File: src/rtl/sprite_loader_if.sv
// Byte stream in from the UART receiver and the pixel write port out to the
// sprite memories, bundled so the loader and its neighbours share one port.
interface sprite_loader_if #(
  parameter int ADDR_WIDTH = 10
);
  // Handshake: i_Rx_DV is a one-cycle valid strobe with no ready; the loader
  // always accepts. o_write_en is a one-cycle valid strobe the memory must take.
  logic                  i_Rx_DV;
  logic [7:0]            i_Rx_Byte;
  logic                  o_write_en;
  logic [ADDR_WIDTH-1:0] o_write_addr;
  logic [8:0]            o_write_data;
  logic                  o_mem_select;

  modport master (
    input  i_Rx_DV,
    input  i_Rx_Byte,
    output o_write_en,
    output o_write_addr,
    output o_write_data,
    output o_mem_select
  );

  modport slave (
    output i_Rx_DV,
    output i_Rx_Byte,
    input  o_write_en,
    input  o_write_addr,
    input  o_write_data,
    input  o_mem_select
  );
endinterface

File: src/rtl/sprite_loader.sv
// Parses SYNC/SEL/pixel-pair/CHK packets from the UART and writes RGB333
// pixels into the frog or car sprite memory, with checksum and idle timeout.
module sprite_loader #(
  parameter int          TILE_SIZE      = 32,
  parameter int          DEPTH          = TILE_SIZE * TILE_SIZE,
  parameter int          ADDR_WIDTH     = 10,
  parameter logic [7:0]  SYNC_BYTE      = 8'hA5,
  parameter int          TIMEOUT_CYCLES = 250000
) (
  input  logic           i_Clk,
  input  logic           i_Reset,
  sprite_loader_if.master bus,
  output logic           o_busy,
  output logic           o_done,
  output logic           o_error,
  output logic [1:0]     o_loaded,
  output logic [2:0]     o_state
);

  localparam int                    CW      = $clog2(TIMEOUT_CYCLES);
  localparam logic [CW-1:0]         TO_LAST = CW'(TIMEOUT_CYCLES - 2);
  localparam logic [ADDR_WIDTH-1:0] A_LAST  = ADDR_WIDTH'(DEPTH - 1);

  typedef enum logic [2:0] {
    IDLE   = 3'd0,
    SELECT = 3'd1,
    PIX_HI = 3'd2,
    PIX_LO = 3'd3,
    CHECK  = 3'd4
  } state_t;

  state_t                state_q, state_d;
  logic [ADDR_WIDTH-1:0] addr_q, addr_d;
  logic [7:0]            xor_q, xor_d;
  logic                  hi_q, hi_d;
  logic [CW-1:0]         cnt_q, cnt_d;
  logic                  sel_q, sel_d;
  logic                  wen_q, wen_d;
  logic [ADDR_WIDTH-1:0] waddr_q, waddr_d;
  logic [8:0]            wdata_q, wdata_d;
  logic                  done_q, done_d;
  logic                  err_q, err_d;
  logic [1:0]            loaded_q, loaded_d;

  logic timeout_hit;

  // Firing one count early means the error pulse lands on the same edge the
  // counter would reach TIMEOUT_CYCLES-1; a DV in that cycle is dropped.
  assign timeout_hit = (state_q != IDLE) && (cnt_q == TO_LAST);

  always_comb begin
    state_d  = state_q;
    addr_d   = addr_q;
    xor_d    = xor_q;
    hi_d     = hi_q;
    cnt_d    = cnt_q;
    sel_d    = sel_q;
    wen_d    = 1'b0;
    waddr_d  = waddr_q;
    wdata_d  = wdata_q;
    done_d   = 1'b0;
    err_d    = 1'b0;
    loaded_d = loaded_q;

    if (state_q == IDLE) begin
      cnt_d = '0;
      if (bus.i_Rx_DV && (bus.i_Rx_Byte == SYNC_BYTE)) begin
        state_d = SELECT;
        xor_d   = 8'h00;
      end
    end else if (timeout_hit) begin
      err_d   = 1'b1;
      state_d = IDLE;
      cnt_d   = '0;
    end else begin
      cnt_d = bus.i_Rx_DV ? '0 : cnt_q + CW'(1);
      if (bus.i_Rx_DV) begin
        case (state_q)
          SELECT: begin
            if (bus.i_Rx_Byte[7:1] == 7'd0) begin
              sel_d   = bus.i_Rx_Byte[0];
              addr_d  = '0;
              xor_d   = xor_q ^ bus.i_Rx_Byte;
              state_d = PIX_HI;
            end else begin
              err_d   = 1'b1;
              state_d = IDLE;
            end
          end
          PIX_HI: begin
            hi_d    = bus.i_Rx_Byte[0];
            xor_d   = xor_q ^ bus.i_Rx_Byte;
            state_d = PIX_LO;
          end
          PIX_LO: begin
            wen_d   = 1'b1;
            waddr_d = addr_q;
            wdata_d = {hi_q, bus.i_Rx_Byte};
            xor_d   = xor_q ^ bus.i_Rx_Byte;
            if (addr_q == A_LAST) begin
              state_d = CHECK;
            end else begin
              addr_d  = addr_q + ADDR_WIDTH'(1);
              state_d = PIX_HI;
            end
          end
          CHECK: begin
            if (bus.i_Rx_Byte == xor_q) begin
              done_d          = 1'b1;
              loaded_d[sel_q] = 1'b1;
            end else begin
              err_d           = 1'b1;
              loaded_d[sel_q] = 1'b0;
            end
            state_d = IDLE;
          end
          default: state_d = IDLE;
        endcase
      end
    end
  end

  always_ff @(posedge i_Clk) begin
    if (i_Reset) begin
      state_q  <= IDLE;
      addr_q   <= '0;
      xor_q    <= 8'h00;
      hi_q     <= 1'b0;
      cnt_q    <= '0;
      sel_q    <= 1'b0;
      wen_q    <= 1'b0;
      waddr_q  <= '0;
      wdata_q  <= 9'h000;
      done_q   <= 1'b0;
      err_q    <= 1'b0;
      loaded_q <= 2'b00;
    end else begin
      state_q  <= state_d;
      addr_q   <= addr_d;
      xor_q    <= xor_d;
      hi_q     <= hi_d;
      cnt_q    <= cnt_d;
      sel_q    <= sel_d;
      wen_q    <= wen_d;
      waddr_q  <= waddr_d;
      wdata_q  <= wdata_d;
      done_q   <= done_d;
      err_q    <= err_d;
      loaded_q <= loaded_d;
    end
  end

  assign bus.o_write_en   = wen_q;
  assign bus.o_write_addr = waddr_q;
  assign bus.o_write_data = wdata_q;
  assign bus.o_mem_select = sel_q;
  assign o_busy           = (state_q != IDLE);
  assign o_done           = done_q;
  assign o_error          = err_q;
  assign o_loaded         = loaded_q;
  assign o_state          = state_q;

endmodule
File: src/flat_wrapper.sv
// flat-port wrapper written by rule: the top's interface ports become plain ports
module sprite_loader_flat 
#(
  parameter int          TILE_SIZE      = 32,
  parameter int          DEPTH          = TILE_SIZE * TILE_SIZE,
  parameter int          ADDR_WIDTH     = 10,
  parameter logic [7:0]  SYNC_BYTE      = 8'hA5,
  parameter int          TIMEOUT_CYCLES = 250000
)
  (i_Clk, i_Reset, o_busy, o_done, o_error, o_loaded, o_state, bus_i_Rx_DV, bus_i_Rx_Byte, bus_o_write_en, bus_o_write_addr, bus_o_write_data, bus_o_mem_select);
  sprite_loader_if #(.ADDR_WIDTH(ADDR_WIDTH)) bus_i ();
  input  logic i_Clk;
  input  logic i_Reset;
  output logic o_busy;
  output logic o_done;
  output logic o_error;
  output logic [1:0] o_loaded;
  output logic [2:0] o_state;
  input wire logic [$bits(bus_i.i_Rx_DV)-1:0] bus_i_Rx_DV;
  input wire logic [$bits(bus_i.i_Rx_Byte)-1:0] bus_i_Rx_Byte;
  output wire logic [$bits(bus_i.o_write_en)-1:0] bus_o_write_en;
  output wire logic [$bits(bus_i.o_write_addr)-1:0] bus_o_write_addr;
  output wire logic [$bits(bus_i.o_write_data)-1:0] bus_o_write_data;
  output wire logic [$bits(bus_i.o_mem_select)-1:0] bus_o_mem_select;
  assign bus_i.i_Rx_DV = bus_i_Rx_DV;
  assign bus_i.i_Rx_Byte = bus_i_Rx_Byte;
  assign bus_o_write_en = bus_i.o_write_en;
  assign bus_o_write_addr = bus_i.o_write_addr;
  assign bus_o_write_data = bus_i.o_write_data;
  assign bus_o_mem_select = bus_i.o_mem_select;
  sprite_loader #(.TILE_SIZE(TILE_SIZE), .DEPTH(DEPTH), .ADDR_WIDTH(ADDR_WIDTH), .SYNC_BYTE(SYNC_BYTE), .TIMEOUT_CYCLES(TIMEOUT_CYCLES)) u_core (.i_Clk(i_Clk), .i_Reset(i_Reset), .bus(bus_i), .o_busy(o_busy), .o_done(o_done), .o_error(o_error), .o_loaded(o_loaded), .o_state(o_state));
endmodule
File: config.mk
export PLATFORM = sky130hd
export DESIGN_NAME = sprite_loader_flat
export DESIGN_NICKNAME = d
export VERILOG_FILES = /design/src/rtl/sprite_loader_if.sv /design/src/rtl/sprite_loader.sv /design/src/flat_wrapper.sv
export SDC_FILE = /design/constraint.sdc
export NUM_CORES = 1
export LEC_CHECK = 0
export BUFFER_PORTS_ARGS = -buffer_cell sky130_fd_sc_hd__buf_2
export CORE_AREA = 2 2 70 98
export CTS_CLUSTER_DIAMETER = 30
export CTS_CLUSTER_SIZE = 10
export DETAILED_ROUTE_END_ITERATION = 8
export DIE_AREA = 0 0 72 100
export GPL_ROUTABILITY_DRIVEN = 0
export PLACE_DENSITY_LB_ADDON = 0.05
export SETUP_SLACK_MARGIN = 0.05
export SLEW_MARGIN = 40
export SYNTH_ARGS = -nofsm -noshare
export SYNTH_HDL_FRONTEND = slang
export SYNTH_SLANG_ARGS = --single-unit
File: constraint.sdc
create_clock -name i_Clk -period 2 [get_ports i_Clk]
set_clock_uncertainty 0.2 [all_clocks]
set_input_delay 0.4 -clock i_Clk [delete_from_list [all_inputs] [get_ports i_Clk]]
set_output_delay 0.4 -clock i_Clk [all_outputs]
set_load 0.02 [all_outputs]
==> metrics.md <==
| Metric | Value |
|---|---|
| Outcome | finished with violations |
| Violated checks | negative setup slack |
| Hold Vio Cnt, Final | 0 |
| Inserted Clock Buffers | 9 |
| Clk slew on worst S/H paths | 0.08 ns |
| Total vias in the final route | 2871 |
| Commonest non-fill, non-tap cells in the layout | buf_4, dfxtp_1, nor2_1 |
| Cell Count, Final, Fillers Out | 520 |
| Final #Nets | 455 |
| Count of input and output buffers | 39 |
| Most used flip-flop cell after synthesis | dfxtp_1 |
| Most common cell after layout, fill and taps aside | buf_4 |
| Sequential element share of the synthesized area | a little over two fifths |
| Ant. Diodes | 0 |
| Number of standard cells after synthesis | 343 |
| Internal Power | 0.00205 W |
| Average instance area after synthesis | 8.94 µm² |
| Area added between synthesis and finish | 41.2% |
| Vias per std cell | 5.52 |
| Average detailed-routed wire length per instance | 15.4 µm |
| Die X-Extent | 72 µm |
| Setup crit start kind | flip-flop |
| Leakage | 1.88 nW |
| Total power divided by cell area | 613 nW/µm² |
| Final routed DRC violation total | 0 |
| Half-perimeter wire length after detailed placement | roughly 5700 µm |
| Global-route wire length before repair | 12400 µm |
| I/O pin count | 40 |
| Class of the most critical hold timing path | in2reg |
| Clock tree from TritonCTS | built |
| Synth top area share | 42.4% |
| Highest Clock Rate | 0.493 GHz |
| Count of final max-slew check failures | 0 |
| Critical setup path kind | reg2reg |
| Final Hold Slack | 0.139 ns |
| Number of cells in the design after placement | 497 |
| Number of setup violations in the final report | 14 |
| Clock Sink Count | 65 |
| Starting density of the core | 47.6% |
| Number of register bits inferred by synthesis | 65 |
| Die height | 100 µm |
| Initial antenna violation count | 0 |
| Cell row count | 35 |
| Net switching power figure | between 0.0006 and 0.0007 W |
| Largest area contributor in the netlist | dfxtp_1 |
| Pin count of the biggest net entering global routing | 24 |
| Setup repair after global routing missed its margin | yes |
| Number of nets with antenna violations after routing | 0 |
| GRT Util Overall | 22.3% |
| Combinational share of power | around 4% |
| Cell at the root of the clock tree | clkbuf_8 |
| Yosys warning total | 0 |
| Layout cell share with drive strength beyond 1 | 39.7% |
| H-Tree Depth | 3 |
| Number of fill cells | 522 |
| Final period demand of the worst path | 2.03 ns |
| Area occupied by multi-input gates | 1910 µm² |
| Worst-case headroom to the max-slew limit | 64.6% |
| CP arrival | 2.07 ns |
| Core region area | roughly 6400 µm² |
| Async SR Flop Fraction | 0% |
| Setup WS post-layout | -0.0274 ns |
| Number of enable flip-flop cells after synthesis | 0 |
| Combined flip-flop and latch cell area | 1320 µm² |
| # Max-Cap Violations | 0 |
| Crit path required time | 2.04 ns |
| Length of the first detailed-routing pass in iterations | 4 |
| Post-Syn Area | ~3000 µm² |
| Clock buffer depth | 2 |
| Endpoint type of the worst setup path | flip-flop |
| Net count of the mapped netlist | 357 |
| Proportion of total power due to net switching | 22.8% |
| Share of the clock period used by the worst path | 101% |
| Number of global-route vias before repair | 2735 |
| 1st-iter DRT viols | 115 |
| Largest cells by area after synthesis | dfxtp_1, nor2_1, mux2i_1 |
| Clock network latency to the later pin of the worst-skew pair | 0.35 ns |
| Share of power burned in the clock network | 47.4% |
| Transition time at the pin with the least slew margin | 0.530 ns |
| IR Drop Worst-Case VDD | ~0.56 mV |
| Total congestion overflow | 0 |
| Reg power frac | 48.7% |
| DRT Wirelength | 8020 µm |
| Crit path max fanout | 23 |
| Synth unique cells | 53 |
| Floorplan die area | approximately 7200 µm² |
## synthesized netlist by cell type (all sizes together) (5+ instances only)
cell type  instances
dfxtp             65
inv                8
a21oi              5
a211oi            11
nand2             16
xor2               9
mux2i             19
clkbuf             9
o21ai             16
or3                7
xnor2              7
nor2              52
nand4             11
and4               5
a21o               8
nand3             14
buf                7
nand2b            20
## path summary, 6_finish.rpt
kind                                endpoint  cells after the start        startpoint  slack [ns]
setup / recovery  u_core.bus.o_write_data[8]                      7  u_core.cnt_q[16]       -0.03
hold / removal    u_core.bus.o_write_data[3]                      3  bus_i_Rx_Byte[3]        0.14
setup reg to reg  u_core.bus.o_write_data[8]                      7  u_core.cnt_q[16]       -0.03
hold reg to reg              u_core.xor_q[3]                      1   u_core.xor_q[3]        0.26
## per-stage QoR
stage | TNS, ns | utilization [%] | setup WS, ns | total power [W] | area (µm²)
2_1_floorplan | -0.226 | - | -0.0204 | 0.00136 | 3160
3_3_place_gp | -3.34 | 58.6 | -0.204 | 0.00141 | 3770
3_5_place_dp | -3.69 | 58.6 | -0.188 | 0.00141 | 3770
4_1_cts | -0.321 | 63.2 | -0.0286 | 0.00267 | 4070
5_1_grt | -1.09 | 67.3 | -0.0827 | 0.00275 | 4330
6_report | -0.185 | 67.3 | -0.0274 | 0.00265 | 4330
## timing repair
item                                    in CTS  in global routing
gates resized for setup                     15                 42
endpoints found under the setup margin      43                 63
endpoints found under the hold margin        0                  0
setup buffers                                1                  4
pin swaps                                    5                 14
gates cloned                                 0                  2
hold buffers                                 0                  0
## per-layer routing
metal  GRT usage [%]  part of all wire (%)  vias up
met1            22.6                    38     1365
met3            4.62                   2.5       19
li1                -                     -     1446
met5               0                     0        -
met4            10.2                   2.8        0
met2            42.7                    56       41
## power groups by stage
| stage | combinational (W) | clock [W] | sequential [W] |
|---|---|---|---|
| detailed placement | 0.0000925 | 0 | 0.00132 |
| global placement | 0.0000918 | 0 | 0.00132 |
| global route | 0.000110 | 0.00135 | 0.00129 |
| CTS | 0.0000938 | 0.00128 | 0.00129 |
| floorplan | 0.0000383 | 0 | 0.00132 |
| finish | 0.000103 | 0.00126 | 0.00129 |
## cell type report
class                   instances  share of cell area (%)
multi-input cells             254                    44.1
repair buffers                103                    17.4
inverters                       8                   0.693
clock inverters                 7                    2.31
clock buffers                   9                    2.86
flip-flops and latches         65                    30.5
well taps                      74                    2.14
## flip-flops by register name, summed over array words and instances, names as in the netlist, named ones only
| name | count |
|---|---|
| u_core.o_done | 1 |
| u_core.o_state | 3 |
| u_core.o_error | 1 |
| u_core.bus.o_write_addr | 10 |
| u_core.bus.o_write_data | 9 |
| u_core.xor_q | 8 |
| u_core.addr_q | 10 |
| u_core.hi_q | 1 |
| u_core.bus.o_write_en | 1 |
| u_core.cnt_q | 18 |
| u_core.bus.o_mem_select | 1 |
## cells by family after synthesis
kind of cell	share of synthesized area, %
DFF	42.4
AOI/OAI and AO/OA	15.8
xor gates and xnor gates	4.57
buffers and inverters	4.00
muxes	6.20
and+or+nand+nor	25.8
adders and majority gates	1.22
## worst max-delay path: stages (launching register included)
cell and delay [ns]:
dfxtp_2 0.34, nand2_2 0.05, or4b_4 0.51, buf_8 0.16
o211ai_4 0.17, buf_12 0.21, mux2i_1 0.20, nor2_1 0.06
Power figures use the tool's default switching activity.
